## config.mk

```make
export PLATFORM = sky130hd
export DESIGN_NAME = ifetch
export DESIGN_NICKNAME = d
export VERILOG_FILES = /design/src/rtl/lc3_pkg.sv /design/src/rtl/ifetch.sv
export SDC_FILE = /design/constraint.sdc
export NUM_CORES = 1
export LEC_CHECK = 0
export BUFFER_PORTS_ARGS = -buffer_cell sky130_fd_sc_hd__buf_2
export CELL_PAD_IN_SITES_DETAIL_PLACEMENT = 1
export CELL_PAD_IN_SITES_GLOBAL_PLACEMENT = 1
export CORE_MARGIN = 4
export CORE_UTILIZATION = 32
export CTS_CLUSTER_DIAMETER = 50
export DETAILED_ROUTE_END_ITERATION = 8
export PLACE_DENSITY_LB_ADDON = 0.12
export SETUP_SLACK_MARGIN = 0.02
export SYNTH_ARGS = -nofsm -noshare
export SYNTH_HDL_FRONTEND = slang
export SYNTH_SLANG_ARGS = --single-unit
```

## constraint.sdc

```tcl
create_clock -name clk_i_w -period 1.6 [get_ports clk_i_w]
set_input_delay 0.32 -clock clk_i_w [delete_from_list [all_inputs] [get_ports clk_i_w]]
set_output_delay 0.32 -clock clk_i_w [all_outputs]
set_load 0.01 [all_outputs]
```

## src/rtl/lc3_pkg.sv

```systemverilog
// Shared LC-3 core definitions: datapath widths and the instruction-fetch
// state encoding used by ifetch.
package lc3_pkg;

    localparam int LC3_ADDR_W = 16;
    localparam int LC3_INST_W = 16;

    // Fetch controller states.
    //   IF_IDLE : no transaction outstanding, waiting for run enable
    //   IF_REQ  : read request on the bus, waiting for the acknowledge
    //   IF_DROP : request still on the bus but its data has been flushed
    //   IF_HOLD : fetched word presented to decode, waiting for acceptance
    typedef enum logic [1:0] {
        IF_IDLE = 2'd0,
        IF_REQ  = 2'd1,
        IF_DROP = 2'd2,
        IF_HOLD = 2'd3
    } ifetch_state_t;

endpackage : lc3_pkg

```

## src/rtl/ifetch.sv

```systemverilog
// Instruction fetch unit.
// Issues one instruction-memory read per fetch, hands the returned word to
// decode, and pulses pc_en_o_r once for every word actually delivered so the
// PC block can advance. A redirect (flush) discards the outstanding or held
// word; a request already on the bus is always completed before the unit
// returns to idle, since the memory protocol does not allow withdrawal.
module ifetch
    import lc3_pkg::*;
#(
    parameter int ADDR_W = LC3_ADDR_W,
    parameter int INST_W = LC3_INST_W
) (
    input  logic              clk_i_w,
    input  logic              rst_i_w,
    input  logic              fetch_en_i_w,
    input  logic [ADDR_W-1:0] pc_i_w,
    output logic              pc_en_o_r,
    input  logic              flush_i_w,
    output logic              mem_req_o_r,
    output logic [ADDR_W-1:0] mem_addr_o_r,
    input  logic              mem_ack_i_w,
    input  logic [INST_W-1:0] mem_rdata_i_w,
    output logic              inst_valid_o_r,
    output logic [INST_W-1:0] inst_o_r,
    output logic [ADDR_W-1:0] inst_pc_o_r,
    input  logic              inst_ready_i_w
);

    ifetch_state_t state_r;

    // Fetch FSM: all outputs are registered and updated together with the state.
    always_ff @(posedge clk_i_w) begin
        if (rst_i_w) begin
            state_r        <= IF_IDLE;
            mem_req_o_r    <= 1'b0;
            mem_addr_o_r   <= '0;
            pc_en_o_r      <= 1'b0;
            inst_valid_o_r <= 1'b0;
            inst_o_r       <= '0;
            inst_pc_o_r    <= '0;
        end else begin
            // pc_en is a single-cycle strobe; only the REQ->HOLD hand-off raises it.
            pc_en_o_r <= 1'b0;

            case (state_r)
                IF_IDLE: begin
                    // The PC is only sampled here. The cycle in which pc_en is
                    // high is always spent in HOLD, so the advanced PC is what
                    // the next fetch picks up. A flush here blocks the start.
                    if (fetch_en_i_w && !flush_i_w) begin
                        mem_addr_o_r <= pc_i_w;
                        mem_req_o_r  <= 1'b1;
                        state_r      <= IF_REQ;
                    end
                end

                IF_REQ: begin
                    // Request and address stay untouched until the acknowledge.
                    if (mem_ack_i_w) begin
                        mem_req_o_r <= 1'b0;
                        if (flush_i_w) begin
                            // Data arrived together with a redirect: discard it.
                            state_r <= IF_IDLE;
                        end else begin
                            inst_o_r       <= mem_rdata_i_w;
                            inst_pc_o_r    <= mem_addr_o_r;
                            inst_valid_o_r <= 1'b1;
                            pc_en_o_r      <= 1'b1;
                            state_r        <= IF_HOLD;
                        end
                    end else if (flush_i_w) begin
                        // Cannot withdraw the request; remember to drop its data.
                        state_r <= IF_DROP;
                    end
                end

                IF_DROP: begin
                    // Wait out the stale transaction; further flushes change nothing.
                    if (mem_ack_i_w) begin
                        mem_req_o_r <= 1'b0;
                        state_r     <= IF_IDLE;
                    end
                end

                IF_HOLD: begin
                    // Word and its address are frozen while valid; flush wins over ready.
                    if (flush_i_w || inst_ready_i_w) begin
                        inst_valid_o_r <= 1'b0;
                        state_r        <= IF_IDLE;
                    end
                end

                default: begin
                    state_r <= IF_IDLE;
                end
            endcase
        end
    end

endmodule : ifetch

```

==> run_results.csv, run 1 <==
group,metric,value,unit
timing,timing_max_transition_violations_final,0,
status,status,"finished clean",
synth,syn-cell-area,0.002009,mm2
setup_path,required,1.79,ns
timing,worst_slew_margin_rel,76.55,%
clock_tree,clk_path_buf_depth,2,
grt,number_of_global_route_vias_before_repair,1948,
clock_tree,clock_tree_from_tritoncts,"yes",
place,routabilityCongestion,0.7007,
clock_tree,postCtsHoldBufs,0,
routing,drt-pass1-iter-count,4,
routing,drt-total-wl,5846,um
timing,layout_worst_path_cycle_share,90.59,%
routing,antenna_left,0,
timing,max_freq,689.9,MHz
setup_path,worstPathMaxFanout,16,
synth,syn_inst,251,
setup_path,timing.critical_path.to_type,"flip-flop",
routing,remaining_drc_errors,0,
synth,ys_warn_count,0,
setup_path,timing.critical_path.cells,"inv_1, ha_1, inv_1, or2_2, nand2_1, a21oi_1",
synth,synth_area_in_compound_gates,16.06,%
final_layout,multiInputGateArea,858.3,um2
min_path,hold_path.class,"input pin to flip-flop",
place,dp_hpwl,4162,um
die,placeable_core_region,0.005991,mm2
synth,seq_area_frac_synth,52.80,%
final_layout,final_cell_area,0.002723,mm2
timing,post-route-min-period,1.449,ns
timing,rsz0062_at_grt,"false",
synth,ys_seq_elements,53,
clock_tree,clkLatencyLatePin,0.30,ns
synth,synthMuxAreaShare,0,%
setup_path,timing_worst_setup_path_type,"flip-flop to flip-flop",
setup_path,longest_individual_stage_delay_on_the_worst_path,0.44,ns
setup_path,ff2ff_setup_slack,0.15,ns
setup_path,r2r-start,"state_r[1]",
final_layout,final_core_util,45.45,%
final_layout,antenna-diode-count,0,
routing,drt-vias-per-instance,4.623,
die,starting_density_of_the_core,33.54,%
die,die_w,87.25,um
clock_tree,cts_buffers,5,
synth,synthSimpleGateAreaFrac,22.48,%
synth,number_of_library_cell_types_mapped_by_synthesis,27,
timing,final_clock_skew,0.002861,ns
clock_tree,clk_pin_slew,0.10,ns
die,die_height,87.25,um
setup_path,worst_path_most_repeated_cell,"inv_1",
final_layout,top_library_cells_by_usage_in_the_layout_fill_and_taps_aside,"nand2_1, buf_2, a21oi_1, dfxtp_1, buf_4",
die,io_pins,89,
grt,antenna_found_initial,0,
final_layout,regArea,0.001064,mm2
final_layout,area.growth.synth_to_final,35.49,%
grt,overflow,0,
timing,finalHoldViolCount,0,
routing,routedWlPerCell,13.95,um
timing,worst_pin_slew,0.3510,ns
timing,total_setup_violations_reported_at_the_end_of_the_flow,0,
pwr,power_per_cell_area,1066,mW/mm2
setup_path,worstSetupStartpoint,"state_r[1]",
die,rows,28,
synth,syn_avg_cell_area,8.006,um2
final_layout,fraction_of_final_layout_cells_with_drive_strength_greater_than_1,33.43,%
routing,drt_iter0_drc,39,
routing,routed-via-count,1937,
pwr,ir_drop,0.4519,mV
grt,groute.usage.overall,15.08,%
pwr,p_leak,1.227,nW
final_layout,nNetsFinal,387,
pwr,design_power_total,2.902,mW
setup_path,cpMaxStageDelayCell,"or2_2",
grt,grt_first_pass_wirelength,9156,um
setup_path,critical_path_arrival,1.64,ns
clock_tree,clockRootBuffer,"clkbuf_8",
synth,synth_xor_xnor_area_share,0,%
synth,yosys.area_share.adder,3.736,%
setup_path,timing.critical_path.from_type,"flip-flop",
grt,grt_max_degree,36,
synth,largest_family_of_logic_cells_by_synthesized_area,"simple AND/OR/NAND/NOR gates",
min_path,hold_path_start,"mem_rdata_i_w[10]",
die,floorplan.die_area,0.007612,mm2
clock_tree,post_cts_buffers,0,
flow_run,drv.max_cap_violation_count,0,
final_layout,filler_cell_count,771,
place,placedInstanceArea,0.002600,mm2
place,port-buffer-count,88,
synth,synthesized_nets,295,
final_layout,mostFrequentLayoutCell,"nand2_1",
timing,hold_slack,0.2486,ns
clock_tree,htreeDepth,2,
clock_tree,clock_sinks,53,
## where the power goes
group          internal (mW)  total, mW  switching (mW)
combinational          0.302      0.679           0.377
clock                  0.313      0.752           0.439
sequential              1.41       1.47          0.0583
## worst max-delay path: cells and delay by family (launching register included)
family / cells / cell delay (ns)
flops: 1 / 0.35
buf+inv: 2 / 0.17
fa+ha+maj: 1 / 0.18
simple gates: 2 / 0.56
compound gates: 1 / 0.07
## worst paths after layout
| kind | cells after the start | endpoint |
|---|---|---|
| min reg2reg | 2 | inst_o_r[10] |
| max reg2reg | 6 | mem_addr_o_r[5] |
| min | 3 | inst_o_r[10] |
| max | 6 | mem_addr_o_r[5] |
## metrics by stage
step	setup TNS (ns)	setup slack, ns	std cells
floorplan	0	0.1758	251
global placement	0	0.06055	410
detailed placement	-0.2791	-0.04368	410
CTS	0	0.08750	418
global route	0	0.03221	419
finish	0	0.1505	419
## timing repair
item,in CTS,in global routing
resized for setup,2,3
pin swaps,0,1
setup endpoints to repair,17,25
gates cloned,0,1
## routing by layer
metal | vias up | GRT usage, % | routed length [um]
li1 | 990 | - | -
met1 | 900 | 19.69 | 2698
met2 | 45 | 25.14 | 2799
met3 | 2 | 2.838 | 319
met4 | 0 | 4.603 | 29
met5 | - | 0 | 0
## area by class of cell
class,instances,share of cell area (%)
Clock buffer,6,2.665
Clock inverter,2,0.5055
Inverter,6,0.8272
Multi-Input combinational cell,177,31.53
Sequential cell,53,39.06
Tap cell,75,3.447
Timing Repair Buffer,100,21.97
## flip-flops by register name, indices dropped and copies added (netlist names)
register / cells
inst_o_r: 16
inst_valid_o_r: 1
inst_pc_o_r: 16
pc_en_o_r: 1
state_r: 2
mem_addr_o_r: 16
mem_req_o_r: 1
## cells in the mapped netlist, drive strengths merged
cell type  number  area share (%)
nand2          99              18
nand3           2            0.50
dfxtp          53              53
ha              6             3.7
or2             1            0.31
a21oi          53              13
a32o            1            0.50
a311oi          1            0.44
clkbuf          6             1.1
a211oi          1            0.37
inv             6             1.1
o21ai           1            0.25
nor2            4             1.2
nor2b           1            0.31
a211o           1            0.44
nor3            1            0.25
buf             9             2.7
nand2b          2             1.0
nor3b           1            0.37
a31oi           1            0.31
o21bai          1            0.37
## kinds of logic (layout without fill, tap and decap cells)
group | Yosys count | in the layout
buffers and inverters | 21 | 114
AND/OR/NAND/NOR | 111 | 111
adder cells (fa/ha/maj) | 6 | 6
AO/OA/AOI/OAI | 60 | 60
flip-flops | 53 | 53
Note: power is estimated with default switching activity, not from simulation.
==> run 2: changes to the inputs <==
- REMOVE_ABC_BUFFERS: default -> 1
==> run_results.csv, run 2 (synthesis results as in run 1) <==
group,metric,value,unit
flow_run,drv.max_cap_violation_count,0,
routing,routed-via-count,1952,
clock_tree,htreeDepth,2,
timing,worst_pin_slew,0.3619,ns
place,pre_cts_slack,-0.03275,ns
routing,routedWlPerCell,13.78,um
clock_tree,postCtsHoldBufs,0,
final_layout,final_core_util,44.88,%
routing,antenna_left,0,
timing,post-route-min-period,1.473,ns
final_layout,multiInputGateArea,863.3,um2
clock_tree,clk_pin_slew,0.10,ns
timing,layout_worst_path_cycle_share,92.06,%
timing,timing_max_transition_violations_final,0,
setup_path,longest_individual_stage_delay_on_the_worst_path,0.44,ns
routing,drt-pass1-iter-count,4,
routing,drt_iter0_drc,37,
setup_path,timing_worst_setup_path_type,"flip-flop to flip-flop",
pwr,power_per_cell_area,1092,mW/mm2
timing,setup_slack,0.1270,ns
grt,number_of_global_route_vias_before_repair,1920,
setup_path,critical_path_arrival,1.66,ns
die,rows,28,
final_layout,largestRegisters,"inst_o_r: 16 flops, inst_pc_o_r: 16 flops, mem_addr_o_r: 16 flops",
final_layout,top_library_cells_by_usage_in_the_layout_fill_and_taps_aside,"nand2_1, buf_2, a21oi_1, dfxtp_1, buf_4",
clock_tree,cts_buffers,5,
setup_path,worst_path_most_repeated_cell,"inv_1",
grt,antenna_found_initial,0,
timing,worst_slew_margin_rel,75.82,%
final_layout,regArea,0.001062,mm2
timing,hold_slack,0.2391,ns
clock_tree,clock_tree_from_tritoncts,"yes",
die,starting_density_of_the_core,33.54,%
place,routabilityCongestion,0.7543,
die,placeable_core_region,0.005991,mm2
clock_tree,clockRootBuffer,"clkbuf_8",
pwr,p_leak,1.213,nW
grt,overflow,0,
clock_tree,post_cts_buffers,0,
setup_path,required,1.79,ns
place,placedInstanceArea,0.002562,mm2
place,dp_hpwl,4167,um
final_layout,fraction_of_final_layout_cells_with_drive_strength_greater_than_1,34.01,%
grt,groute.usage.overall,15.23,%
final_layout,area.growth.synth_to_final,33.81,%
routing,drt-vias-per-instance,4.659,
pwr,ir_drop,0.4751,mV
timing,rsz0062_at_grt,"false",
timing,max_freq,678.9,MHz
place,port-buffer-count,88,
setup_path,crit_family,"simple AND/OR/NAND/NOR gates",
timing,finalSetupTns,0,ns
setup_path,cpMaxStageDelayCell,"or2_2",
status,status,"finished clean",
setup_path,timing.critical_path.from_type,"flip-flop",
min_path,hold_path.class,"input pin to flip-flop",
final_layout,stdcell_count,419,
final_layout,nNetsFinal,387,
grt,grt_first_pass_wirelength,9149,um
die,die_w,87.25,um
final_layout,final_cell_area,0.002689,mm2
routing,drt-total-wl,5772,um
die,io_pins,89,
final_layout,mostFrequentLayoutCell,"nand2_1",
clock_tree,clock_sinks,53,
final_layout,antenna-diode-count,0,
setup_path,timing.critical_path.cells,"inv_1, ha_1, inv_1, or2_2, nand2_1, a21oi_1",
grt,grt_max_degree,28,
pwr,design_power_total,2.936,mW
setup_path,worstPathMaxFanout,16,
clock_tree,clkLatencyLatePin,0.31,ns
clock_tree,clk_path_buf_depth,2,
final_layout,filler_cell_count,788,
place,dpl.cell_count,410,
die,floorplan.die_area,0.007612,mm2
die,die_height,87.25,um
routing,remaining_drc_errors,0,
timing,finalHoldViolCount,0,
setup_path,timing.critical_path.to_type,"flip-flop",
timing,final_clock_skew,0.007534,ns
setup_path,cp.buffers_inverters,2,
timing,total_setup_violations_reported_at_the_end_of_the_flow,0,
-- run 2: cell count changes in the layout (fill, tap and decap cells not counted) --
| cell | change |
|---|---|
| dfxtp_1 | +1 |
| dfxtp_2 | -1 |
| clkbuf_16 | -1 |
| ha_1 | -2 |
| buf_6 | +2 |
| buf_12 | -3 |
| buf_4 | +2 |
| clkbuf_1 | -1 |
| clkbuf_8 | +1 |
| inv_6 | -1 |
| clkinv_4 | +1 |
| ha_2 | +2 |
-- run 2: per-layer routing --
| layer | vias up | share of wire [%] | global-route usage, % |
|---|---|---|---|
| met5 | - | 0 | 0 |
| met4 | 0 | 0.94 | 4.603 |
| met3 | 5 | 7.1 | 4.163 |
| met2 | 53 | 46 | 25.48 |
| met1 | 899 | 45 | 19.02 |
| li1 | 995 | - | - |
-- run 2: worst paths after layout --
kind / startpoint / endpoint / slack, ns / depth (start not counted)
setup / recovery: state_r[1] / mem_addr_o_r[1] / 0.13 / 6
hold / removal: mem_rdata_i_w[15] / inst_o_r[15] / 0.24 / 3
setup reg to reg: state_r[1] / mem_addr_o_r[1] / 0.13 / 6
hold reg to reg: inst_pc_o_r[10] / inst_pc_o_r[10] / 0.46 / 2
-- run 2: worst min-delay path, delay by kind of cell --
family / cells / cell delay (ns)
compound gates: 1 / 0.05
simple gates: 1 / 0.04
buf+inv: 1 / 0.10
-- run 2: final cells by class --
type / count / area share [%]
Inverter: 6 / 0.8376
Sequential cell: 53 / 39.51
Tap cell: 75 / 3.490
Clock inverter: 2 / 0.5119
Timing Repair Buffer: 100 / 20.47
Multi-Input combinational cell: 177 / 32.11
Clock buffer: 6 / 3.071
-- run 2: timing repair --
| action | in CTS | in global routing |
|---|---|---|
| cloned | 0 | 1 |
| endpoints found under the setup margin | 17 | 30 |
| gates resized for setup | 2 | 8 |
| pin swaps | 0 | 2 |
-- run 2: power breakdown --
| part | total, mW | internal (mW) | leakage (nW) | switching [mW] |
|---|---|---|---|---|
| clock network | 0.806 | 0.352 | 0.0512 | 0.454 |
| registers | 1.46 | 1.41 | 0.430 | 0.0538 |
| logic | 0.666 | 0.288 | 0.731 | 0.378 |
